==> config.mk <==
export PLATFORM = sky130hd
export DESIGN_NAME = shift_deserializer
export DESIGN_NICKNAME = d
export VERILOG_FILES = /design/src/rtl/shift_deserializer.sv
export SDC_FILE = /design/constraint.sdc
export NUM_CORES = 1
export LEC_CHECK = 0
export CORE_AREA = 5 5 42 44
export CTS_CLUSTER_SIZE = 28
export DETAILED_ROUTE_END_ITERATION = 10
export DIE_AREA = 0 0 47 49
export PLACE_DENSITY = 0.85
export SYNTH_ARGS = -nofsm -noshare
export SYNTH_HDL_FRONTEND = slang
export SYNTH_SLANG_ARGS = --single-unit
==> constraint.sdc <==
create_clock -name CLK -period 2 [get_ports CLK]
set_input_delay 0.3 -clock CLK [delete_from_list [all_inputs] [get_ports CLK]]
set_output_delay 0.3 -clock CLK [all_outputs]
set_load 0.005 [all_outputs]
==> src/rtl/shift_deserializer.sv <==
// shift_deserializer: receive end of the shift-register serial link.
// Collects a strobed bit stream into a shift register and presents each
// finished word on P with a valid/ready handshake. The shift register and
// the output holding register are separate, so reception carries on while
// a finished word waits for the consumer.
// Optional feature macro: DESER_PARITY_EN (one even-parity bit per word).
module shift_deserializer #(
    parameter int WIDTH     = 4,  // data bits per word, >= 2
    parameter bit MSB_FIRST = 1'b1  // 1: first bit lands in P[WIDTH-1]; 0: in P[0]
) (
    input  logic             CLK,
    input  logic             CLR,
    input  logic             sd_in,
    input  logic             sd_en,
    input  logic             sd_start,
    input  logic             p_ready,
    input  logic             ovr_clr,
    output logic [WIDTH-1:0] P,
    output logic             p_valid,
    output logic             overrun,
    output logic             parity_err
);

    localparam int CW = $clog2(WIDTH + 1);

`ifdef DESER_PARITY_EN
    typedef enum logic [1:0] {
        IDLE = 2'd0,
        RECV = 2'd1,
        PAR  = 2'd2
    } state_t;
`else
    typedef enum logic {
        IDLE = 1'b0,
        RECV = 1'b1
    } state_t;
`endif

    state_t           r_state;
    logic [CW-1:0]    r_cnt;
    logic [WIDTH-1:0] r_shift;
    logic [WIDTH-1:0] r_p;
    logic             r_p_valid;
    logic             r_overrun;

    logic [WIDTH-1:0] w_shift_in;   // shift register with this bit appended
    logic [WIDTH-1:0] w_fresh;      // empty shift register with this bit as bit 0
    logic [WIDTH-1:0] w_word;       // word finished on this edge
    logic             w_data_bit;   // strobe carrying a non-start bit
    logic             w_last_data;  // next sampled data bit is the final one
    logic             w_complete;   // a word finishes on this edge
    logic             w_load;       // finished word goes into P
    logic             w_drop;       // finished word is lost, P still occupied
`ifdef DESER_PARITY_EN
    logic             w_perr;
    logic             r_perr;
`endif

    // Next shift-register contents and word-completion decode.
    always_comb begin
        // NOTE: every signal assigned here gets a default first so no latch is inferred.
        w_shift_in  = '0;
        w_fresh     = '0;
        w_word      = '0;
        w_complete  = 1'b0;
        w_data_bit  = sd_en && !sd_start;
        w_last_data = (r_state == RECV) && (r_cnt == CW'(WIDTH - 1));

        if (MSB_FIRST) begin
            w_shift_in = {r_shift[WIDTH-2:0], sd_in};
            w_fresh    = {{(WIDTH-1){1'b0}}, sd_in};
        end else begin
            w_shift_in = {sd_in, r_shift[WIDTH-1:1]};
            w_fresh    = {sd_in, {(WIDTH-1){1'b0}}};
        end

`ifdef DESER_PARITY_EN
        // The parity bit is not shifted in; the data bits are already in place.
        w_complete = w_data_bit && (r_state == PAR);
        w_word     = r_shift;
        w_perr     = (^r_shift) ^ sd_in;
`else
        w_complete = w_data_bit && w_last_data;
        w_word     = w_shift_in;
`endif

        w_load = w_complete && (!r_p_valid || p_ready);
        w_drop = w_complete && r_p_valid && !p_ready;
    end

    // Receive FSM: bit counting, shifting and restart on sd_start.
    always_ff @(posedge CLK or negedge CLR) begin
        if (!CLR) begin
            r_state <= IDLE;
            r_cnt   <= '0;
            r_shift <= '0;
        end else if (sd_en) begin
            if (sd_start) begin
                // A start strobe always begins a new word, abandoning any partial one.
                // NOTE: sequential state uses <= so every register sees pre-edge values.
                r_state <= RECV;
                r_cnt   <= CW'(1);
                r_shift <= w_fresh;
            end else begin
                case (r_state)
                    IDLE: begin
                        // Stray bits outside a word are ignored.
                    end
                    RECV: begin
                        r_shift <= w_shift_in;
                        if (w_last_data) begin
                            r_cnt <= '0;
`ifdef DESER_PARITY_EN
                            r_state <= PAR;
`else
                            r_state <= IDLE;
`endif
                        end else begin
                            r_cnt <= r_cnt + CW'(1);
                        end
                    end
`ifdef DESER_PARITY_EN
                    PAR: begin
                        r_state <= IDLE;
                    end
`endif
                    default: begin
                        r_state <= IDLE;
                        r_cnt   <= '0;
                    end
                endcase
            end
        end
    end

    // Output holding register, handshake and sticky overrun flag.
    always_ff @(posedge CLK or negedge CLR) begin
        if (!CLR) begin
            r_p       <= '0;
            r_p_valid <= 1'b0;
            r_overrun <= 1'b0;
        end else begin
            if (w_load) begin
                r_p       <= w_word;
                r_p_valid <= 1'b1;
            end else if (r_p_valid && p_ready) begin
                r_p_valid <= 1'b0;
            end

            // A drop in the same cycle as ovr_clr leaves the flag set.
            if (w_drop) begin
                r_overrun <= 1'b1;
            end else if (ovr_clr) begin
                r_overrun <= 1'b0;
            end
        end
    end

`ifdef DESER_PARITY_EN
    // Parity status travels with the word held in P.
    always_ff @(posedge CLK or negedge CLR) begin
        if (!CLR) begin
            r_perr <= 1'b0;
        end else if (w_load) begin
            r_perr <= w_perr;
        end
    end

    assign parity_err = r_perr;
`else
    assign parity_err = 1'b0;
`endif

    assign P       = r_p;
    assign p_valid = r_p_valid;
    assign overrun = r_overrun;

endmodule

==> qor.yml <==
status: "finished clean"
slew_violations: 0
peakVddDrop_mv: 0.647
grt_max_degree: 14
syn_inst: 55
clock_sinks: 13
worst_pin_slew_ns: 0.573
fin_skew_ns: 0.00372
dr.pass1.iters: 4
drt_iter0_drc: 3
path_class: "primary input to register"
hold_path.class: "primary input to asynchronous set/reset pin"
slowest_stage: "clkdlybuf4s50_1"
rr_worst_depth: 4
vias: 432
setup.worst_path.start_class: "primary input"
rr_startpoint: "r_cnt[0]$_DFFE_PN0P_"
io_pins: 14
power.internal_uw: 616
cts_made_buffers: 3
start_util_pct: 47.0
pwr-share-clk_pct: 18.4
clock_latency_ns: 0.27
slowest_delay_ns: 0.61
fin_crit_sh_pct: 72.3
setup_viol: 0
grt_pass1_wl_mm: 1.88
layout.nets: 76
netlist_area_um2: 658
routed_via_density: 5.20
clockBufferDepth: 2
drv_cap: 0
avgRoutedWirePerCell_um: 12.7
ant_nets: 0
seq_power_share_pct: 46.9
drc: 0
num_antenna_cells: 0
dieArea_um2: 2300
p_sw_share_pct: 29.3
ctsRootBufferMaster: "clkbuf_4"
hold_viol_final: 0
fmaxAchievable_mhz: 692
critical_path.max_fanout: 9
syn_to_final_growth_pct: 19.8
reg2reg_setup_slack_ns: 0.68
htreeDepth: 1
cellLeakagePower_uw: 0.000369
wl_mm: 1.05
rsz0062_at_grt: "false"
worst-path-buf-inv: 1
place_congestion: 0.786
fp.coreArea_um2: 1400
place_hpwl_um: 798
worstSetupStartpoint: "sd_start"
crit_arrival_ns: 1.61
finalCriticalPeriod_ns: 1.45
grt-ovfl-total: 0
rows: 14
setup_ws_ns: 0.554
cpLargestDelayFamily: "buffers and inverters"
final_cell_mix: "dfrtp_1, clkdlybuf4s50_1, inv_1, o21ai_0, mux2_4"
n_fill_cell: 129
relSlewSlack_pct: 61.7
die_w_um: 47
layout-drive-gt1-share_pct: 20.9
syn-num-nets: 63
grt_usage_pct: 11.2
crit_path_end_kind: "register"
post_cts_resized: 0
ys_types: 27
r2r_end: "P[0]$_DFFE_PN0P_"
pwr-share-comb_pct: 34.7
clk_pin_slew_worst_paths_ns: 0.08
setup-tns-final_ns: 0
p_per_area_nw_per_um2: 1110
crit_required_ns: 2.16
yosys_register_bits: 13
synth_warnings: 0
cts_tree: "done"
path_cells: "clkdlybuf4s50_1 > nor2_8 > nand4_4 > mux2_4"
cts_hold_buf: 0
syn_avg_cell_area_um2: 12.0
antenna_found_initial: 0
mostFrequentLayoutCell: "dfrtp_1"
numPortBuffers: 12
dpl_worst_slack_ns: 0.260
dieHeight_um: 49
postCtsSetupBuffers: 0
grt_pass1_vias: 432
p_switching_uw: 256
seq_area_frac_synth_pct: 49.4
worst max path at each step:
| stage | end | slack, ns | depth (start not counted) |
|---|---|---|---|
| 6_report | P[0]$_DFFE_PN0P_ | 0.55 | 4 |
| 5_1_grt | P[2] | 0.50 | 1 |
| 4_1_cts | p_valid | 0.55 | 1 |
| 3_5_place_dp | P[2]$_DFFE_PN0P_ | 0.26 | 4 |
| 3_3_place_gp | P[1]$_DFFE_PN0P_ | 0.28 | 4 |
| 2_1_floorplan | P[0]$_DFFE_PN0P_ | 0.74 | 4 |
area by class of cell:
cell class / count / area (um^2) / area share [%]
clock buffer: 3 / 22.5 / 2.86
clock inverter: 1 / 5.00 / 0.635
inverter: 5 / 18.8 / 2.38
multi-input combinational: 33 / 277 / 35.1
sequential: 13 / 325 / 41.3
tap: 16 / 20.0 / 2.54
timing repair buffer: 12 / 120 / 15.2
flip-flops by register name (all words and copies together) (netlist names):
signal / count
P: 4
overrun: 1
p_valid: 1
r_cnt: 3
r_shift: 3
r_state: 1
kinds of logic after synthesis:
logic type                 Yosys count  share of synthesized area [%]
adders and majority gates            1                           1.90
muxes                                5                           10.8
other                                1                          0.570
DFF                                 13                           49.4
and+or+nand+nor                     14                           17.3
buffers and inverters                9                           8.55
AOI/OAI and AO/OA                   12                           11.4
power by group through the flow:
stage	Combinational, uW	Clock [uW]	Sequential (uW)
after detailed placement	307	0	414
after CTS	308	167	410
final	302	161	409
after floorplan	215	0	392
after global routing	334	185	425
after global placement	299	0	411
routing by layer:
layer | share of wire [%] | GRT usage (%) | up-vias
met5 | 0 | 0 | -
met4 | 1.2 | 4.15 | 0
met3 | 5.8 | 3.32 | 2
met2 | 47 | 16.3 | 12
met1 | 46 | 15.2 | 209
li1 | - | - | 209
Yosys cell counts:
master | instances | area [um^2]
mux2_2 | 1 | 11.3
or2_1 | 1 | 6.26
dfrtp_1 | 13 | 325
a22o_1 | 1 | 8.76
nand3_1 | 1 | 5.00
a21oi_1 | 1 | 5.00
o21ai_0 | 5 | 25.0
nand4_4 | 1 | 21.3
and2_1 | 1 | 6.26
buf_6 | 2 | 22.5
a31oi_1 | 1 | 6.26
nand4_1 | 1 | 6.26
and3_2 | 1 | 7.51
or2b_4 | 1 | 11.3
nand2_1 | 3 | 11.3
o22ai_1 | 2 | 12.5
conb_1 | 1 | 3.75
nor2_8 | 1 | 20.0
ha_1 | 1 | 12.5
o2bb2ai_1 | 1 | 8.76
nand2b_1 | 1 | 6.26
and2_4 | 1 | 8.76
nor2_1 | 1 | 3.75
a2bb2oi_1 | 1 | 8.76
mux2_4 | 4 | 60.1
inv_1 | 5 | 18.8
buf_4 | 2 | 15.0
through the flow:
stage	std cells	total power, uW	area [um^2]	util, %	hold WS [ns]
after global routing	83	945	788	56.3	0.428
after CTS	83	885	788	56.3	0.421
after floorplan	55	607	658	-	0.00441
final	83	872	788	56.3	0.390
after detailed placement	79	721	761	54.3	0.496
after global placement	79	710	761	54.3	0.493
Note: power is estimated with default switching activity, not from simulation.
==> variant 1, RTL diff (same flow settings) <==
The option `DESER_PARITY_EN` is turned on by a define.
--- a/src/rtl/shift_deserializer.sv
+++ b/src/rtl/shift_deserializer.sv
@@ -5,4 +5,6 @@
 // a finished word waits for the consumer.
 // Optional feature macro: DESER_PARITY_EN (one even-parity bit per word).
+`define DESER_PARITY_EN
+
 module shift_deserializer #(
     parameter int WIDTH     = 4,  // data bits per word, >= 2
Function: changed (Yosys sat finds a counterexample within 10 cycles, from zero or initial values).
==> variant 1 against the original RTL <==
Via count grew 21%; design area rose by 19%; sequential share of layout area rose by 1.5 points; worst setup slack worse by 31 ps; sequential cell count increased by 3; clock skew shrank 1.4 ps; area after synthesis is 16% higher; wire length increased by 32%; power up 7.2%; synthesized cell count increased by 13%; die area unchanged; critical path type is now flop to output pin.
==> variant 1: results (changes against the original RTL) <==
| Metric | Value |
|---|---|
| Synth area leaders | `dfrtp_1, mux2_2, nand4b_4, xnor3_1, o22ai_1 (was dfrtp_1, mux2_4, o21ai_0, buf_6, nand4_4)` |
| Routed via count | `522 (was 432)` |
| Clock skew | `2.33 ps (was 3.72 ps)` |
| Pre-CTS WS | `261 ps (was 260 ps)` |
| Pin count of the biggest net entering global routing | `17 (was 14)` |
| Leak | `0.428 nW (was 0.369 nW)` |
| Nonclk inv count | `4 (was 5)` |
| Reg area | `400 µm² (was 325 µm²)` |
| Slew margin rel. | `53.3% (was 61.7%)` |
| Synth Area in Adders | `1.63% (was 1.90%)` |
| Proportion of cell area occupied by multi-input gates | `36.4% (was 35.1%)` |
| DP Area | `915 µm² (was 761 µm²)` |
| Reg2reg end | `parity_err$_DFFE_PN0P_ (was P[0]$_DFFE_PN0P_)` |
| GRT Util Overall | `14.2% (was 11.2%)` |
| Worst hold slack | `439 ps (was 390 ps)` |
| DRT met1 WL | `620 µm (was 480 µm)` |
| Max stage delay on crit path | `520 ps (was 610 ps)` |
| Xor and xnor area share after synthesis | `5.23% (was 0%)` |
| Internal | `0.652 mW (was 0.616 mW)` |
| Met3 wire length | `97 µm (was 61 µm)` |
| Outcome | `complete, no violations (unchanged)` |
| R2R setup slack | `650 ps (was 680 ps)` |
| Crit path DAT | `1180 ps (was 1610 ps)` |
| Vias in the first global route | `538 (was 432)` |
| Multiplexer area fraction after synthesis | `8.82% (was 10.8%)` |
| Non-clock buffer count | `14 (was 12)` |
| R2r worst-path depth | `3 (was 4)` |
| DR WL met2 | `655 µm (was 497 µm)` |
| Wire per inst | `14.9 µm (was 12.7 µm)` |
| Comb_multi_in | `40 (was 33)` |
| Filler instances | `115 (was 129)` |
| Non-Filler Instances | `93 (was 83)` |
| Gp weighted congestion | `0.760 (was 0.786)` |
| Clk sink count | `16 (was 13)` |
| Non-clock buffering overhead in the final layout | `14.7% (was 15.2%)` |
| CP max FO | `2 (was 9)` |
| Number of instances in the placed design | `90 (was 79)` |
| Met1 Usage GRT | `19.1% (was 15.2%)` |
| Total Nets Final | `87 (was 76)` |
| Cells after synthesis | `62 (was 55)` |
| Met3 GRT Util | `5.17% (was 3.32%)` |
==> variant 1: how the worst max path moves through the flow <==
stage / start / depth (start not counted) / to
finish: P[2]$_DFFE_PN0P_ / 1 / P[2]
global route: P[2]$_DFFE_PN0P_ / 1 / P[2]
CTS: P[2]$_DFFE_PN0P_ / 1 / P[2]
detailed placement: sd_start / 4 / parity_err$_DFFE_PN0P_
global placement: sd_start / 4 / P[2]$_DFFE_PN0P_
floorplan: r_shift[1]$_DFFE_PN0P_ / 3 / parity_err$_DFFE_PN0P_
==> variant 1: worst register-to-register path, delay by kind of cell (launching register included) <==
kind | cells | cell delay, ps
XOR/XNOR | 2 | 560
multiplexers | 1 | 260
flip-flops | 1 | 430
==> variant 1: power groups by stage <==
stage          registers [mW]  clock network (mW)  logic, mW
2_1_floorplan           0.445                   0      0.224
3_3_place_gp            0.470                   0      0.294
3_5_place_dp            0.476                   0      0.303
4_1_cts                 0.470               0.165      0.305
5_1_grt                 0.483               0.180      0.335
6_report                0.471               0.163      0.301
==> variant 2, RTL diff (same settings) <==
Made on the original files. Put one more register stage on the output `overrun`. The value now appears one clock later. The other outputs are not delayed to match.
--- a/src/rtl/shift_deserializer.sv
+++ b/src/rtl/shift_deserializer.sv
@@ -174,5 +174,11 @@
     assign P       = r_p;
     assign p_valid = r_p_valid;
-    assign overrun = r_overrun;
+    always_ff @(posedge CLK or negedge CLR) begin
+        if (!CLR) begin
+            overrun <= '0;
+        end else begin
+            overrun <= r_overrun;
+        end
+    end
 
 endmodule
Function: changed (a bounded check fails within 10 cycles, from zero or initial values).
==> variant 2 against the original RTL <==
Design area decreased by 0.48%; power increased by 0.13%; worst hold slack got worse by 6.6 ps; worst setup slack got worse by 280 ps; clock skew increased by 0.91 ps; area after synthesis decreased by 4.8%; combinational power decreased by 1%; critical path type is now flop to flop; sequential cell count increased by 1; clock power decreased by 11%; wire length increased by 10%.
==> variant 2: results (changes against the original RTL) <==
| Metric | Value |
|---|---|
| CTS tree | `done (unchanged)` |
| Vias in the first global route | `440 (was 432)` |
| Layout cells sized above 1 | `19.1% (was 20.9%)` |
| First-pass GRT wire length | `1990 µm (was 1880 µm)` |
| CP max FO | `5 (was 9)` |
| DP Area | `762 µm² (was 761 µm²)` |
| Synth area leaders | `dfrtp_1, mux2_4, o21ai_0, inv_1, buf_4 (was dfrtp_1, mux2_4, o21ai_0, buf_6, nand4_4)` |
| Crit path launch | `r_cnt[0]$_DFFE_PN0P_ (was sd_start)` |
| Critical path launch point type | `flop (was primary input)` |
| Final number of setup-violating endpoints | `0 (unchanged)` |
| Sw power | `0.251 mW (was 0.256 mW)` |
| Wire per inst | `13.8 µm (was 12.7 µm)` |
| Outcome | `complete, no violations (unchanged)` |
| Synth Area in Adders | `2.00% (was 1.90%)` |
| Leak | `0.377 nW (was 0.369 nW)` |
| Worst Hold Depth | `0` |
| Total Nets Final | `78 (was 76)` |
| Pin count of the biggest net entering global routing | `15 (was 14)` |
| FFs w/ async S/R, synth | `100% (unchanged)` |
| Commonest cells post-synth | `dfrtp_1, inv_1, o21ai_0 (unchanged)` |
| Synth unique cells | `23 (was 27)` |
| Clock skew | `4.62 ps (was 3.72 ps)` |
| Slew margin rel. | `59.4% (was 61.7%)` |
| Xor and xnor area share after synthesis | `0% (unchanged)` |
| Syn nets | `62 (was 63)` |
| Layout area overhead | `25.1% (was 19.8%)` |
| Worst-path clk slew | `80 ps (about the same)` |
| Multiplexer area fraction after synthesis | `11.4% (was 10.8%)` |
| Gp weighted congestion | `0.825 (was 0.786)` |
| R2r worst-path depth | `4 (unchanged)` |
| Peak VDD IR | `0.548 mV (was 0.647 mV)` |
| Crit path DAT | `1880 ps (was 1610 ps)` |
| Most frequent cell after synthesis | `dfrtp_1 (unchanged)` |
| GRT Util Overall | `12.5% (was 11.2%)` |
| Max FFs per register | `4 (unchanged)` |
| Register area share after synthesis | `55.9% (was 49.4%)` |
| Hold_sp | `r_overrun$_DFFE_PN0P_` |
| HP Class | `flop to flop (was primary input to asynchronous set/reset pin)` |
| R2R setup slack | `270 ps (was 680 ps)` |
| Post-DP HPWL | `951 µm (was 798 µm)` |
| Synth Area in Compound Gates | `12.6% (was 11.4%)` |
| Setup CP Type | `flop to flop (was primary input to flop)` |
| Violation count after the first detailed-route iteration | `17 (was 3)` |
| Routed via count | `433 (was 432)` |
## variant 2: area by class of cell
type                            count  area, µm²
Multi-Input combinational cell     32        238
Timing Repair Buffer               14        135
Sequential cell                    14        350
Clock buffer                        3       22.5
Tap cell                           16       20.0
Inverter                            5       18.8
Fill cell                         130        617
## variant 2: worst max-delay path, cell delays in order (launching register included)
cell and delay (ps):
dfrtp_1 390, ha_1 190, nand2b_1 130, or4b_4 590, mux2_4 320
## variant 2: metal layers
metal	GRT usage, %	vias to the layer above	share of wire [%]
li1	-	212	-
met1	14.5	206	39
met2	19.2	11	52
met3	3.32	4	6.0
met4	8.29	0	3.0
met5	0	-	0
## variant 2: metrics by stage
| stage | std cells | worst slack [ps] | power [mW] | hold WS [ps] |
|---|---|---|---|---|
| floorplan | 54 | 401 | 0.599 | 4.41 |
| global placement | 81 | 139 | 0.714 | 360 |
| detailed placement | 81 | 133 | 0.741 | 372 |
| CTS | 84 | 266 | 0.888 | 389 |
| global route | 84 | 221 | 0.954 | 397 |
| finish | 84 | 273 | 0.873 | 384 |
## variant 2: kinds of logic (layout without fill, tap and decap cells)
kind of cell	Yosys count	after routing
muxes	5	5
other	1	1
and+or+nand+nor	12	12
DFF	14	14
adders and majority gates	1	1
buffers and inverters	8	22
AOI/OAI and AO/OA	13	13
## variant 2: power by group through the flow
stage                     Sequential [mW]  Combinational, mW  Clock, mW
after detailed placement            0.438              0.303          0
after floorplan                     0.411              0.188          0
after global placement              0.430              0.284          0
after CTS                           0.432              0.303      0.152
after global routing                0.446              0.333      0.174
final                               0.431              0.298      0.144
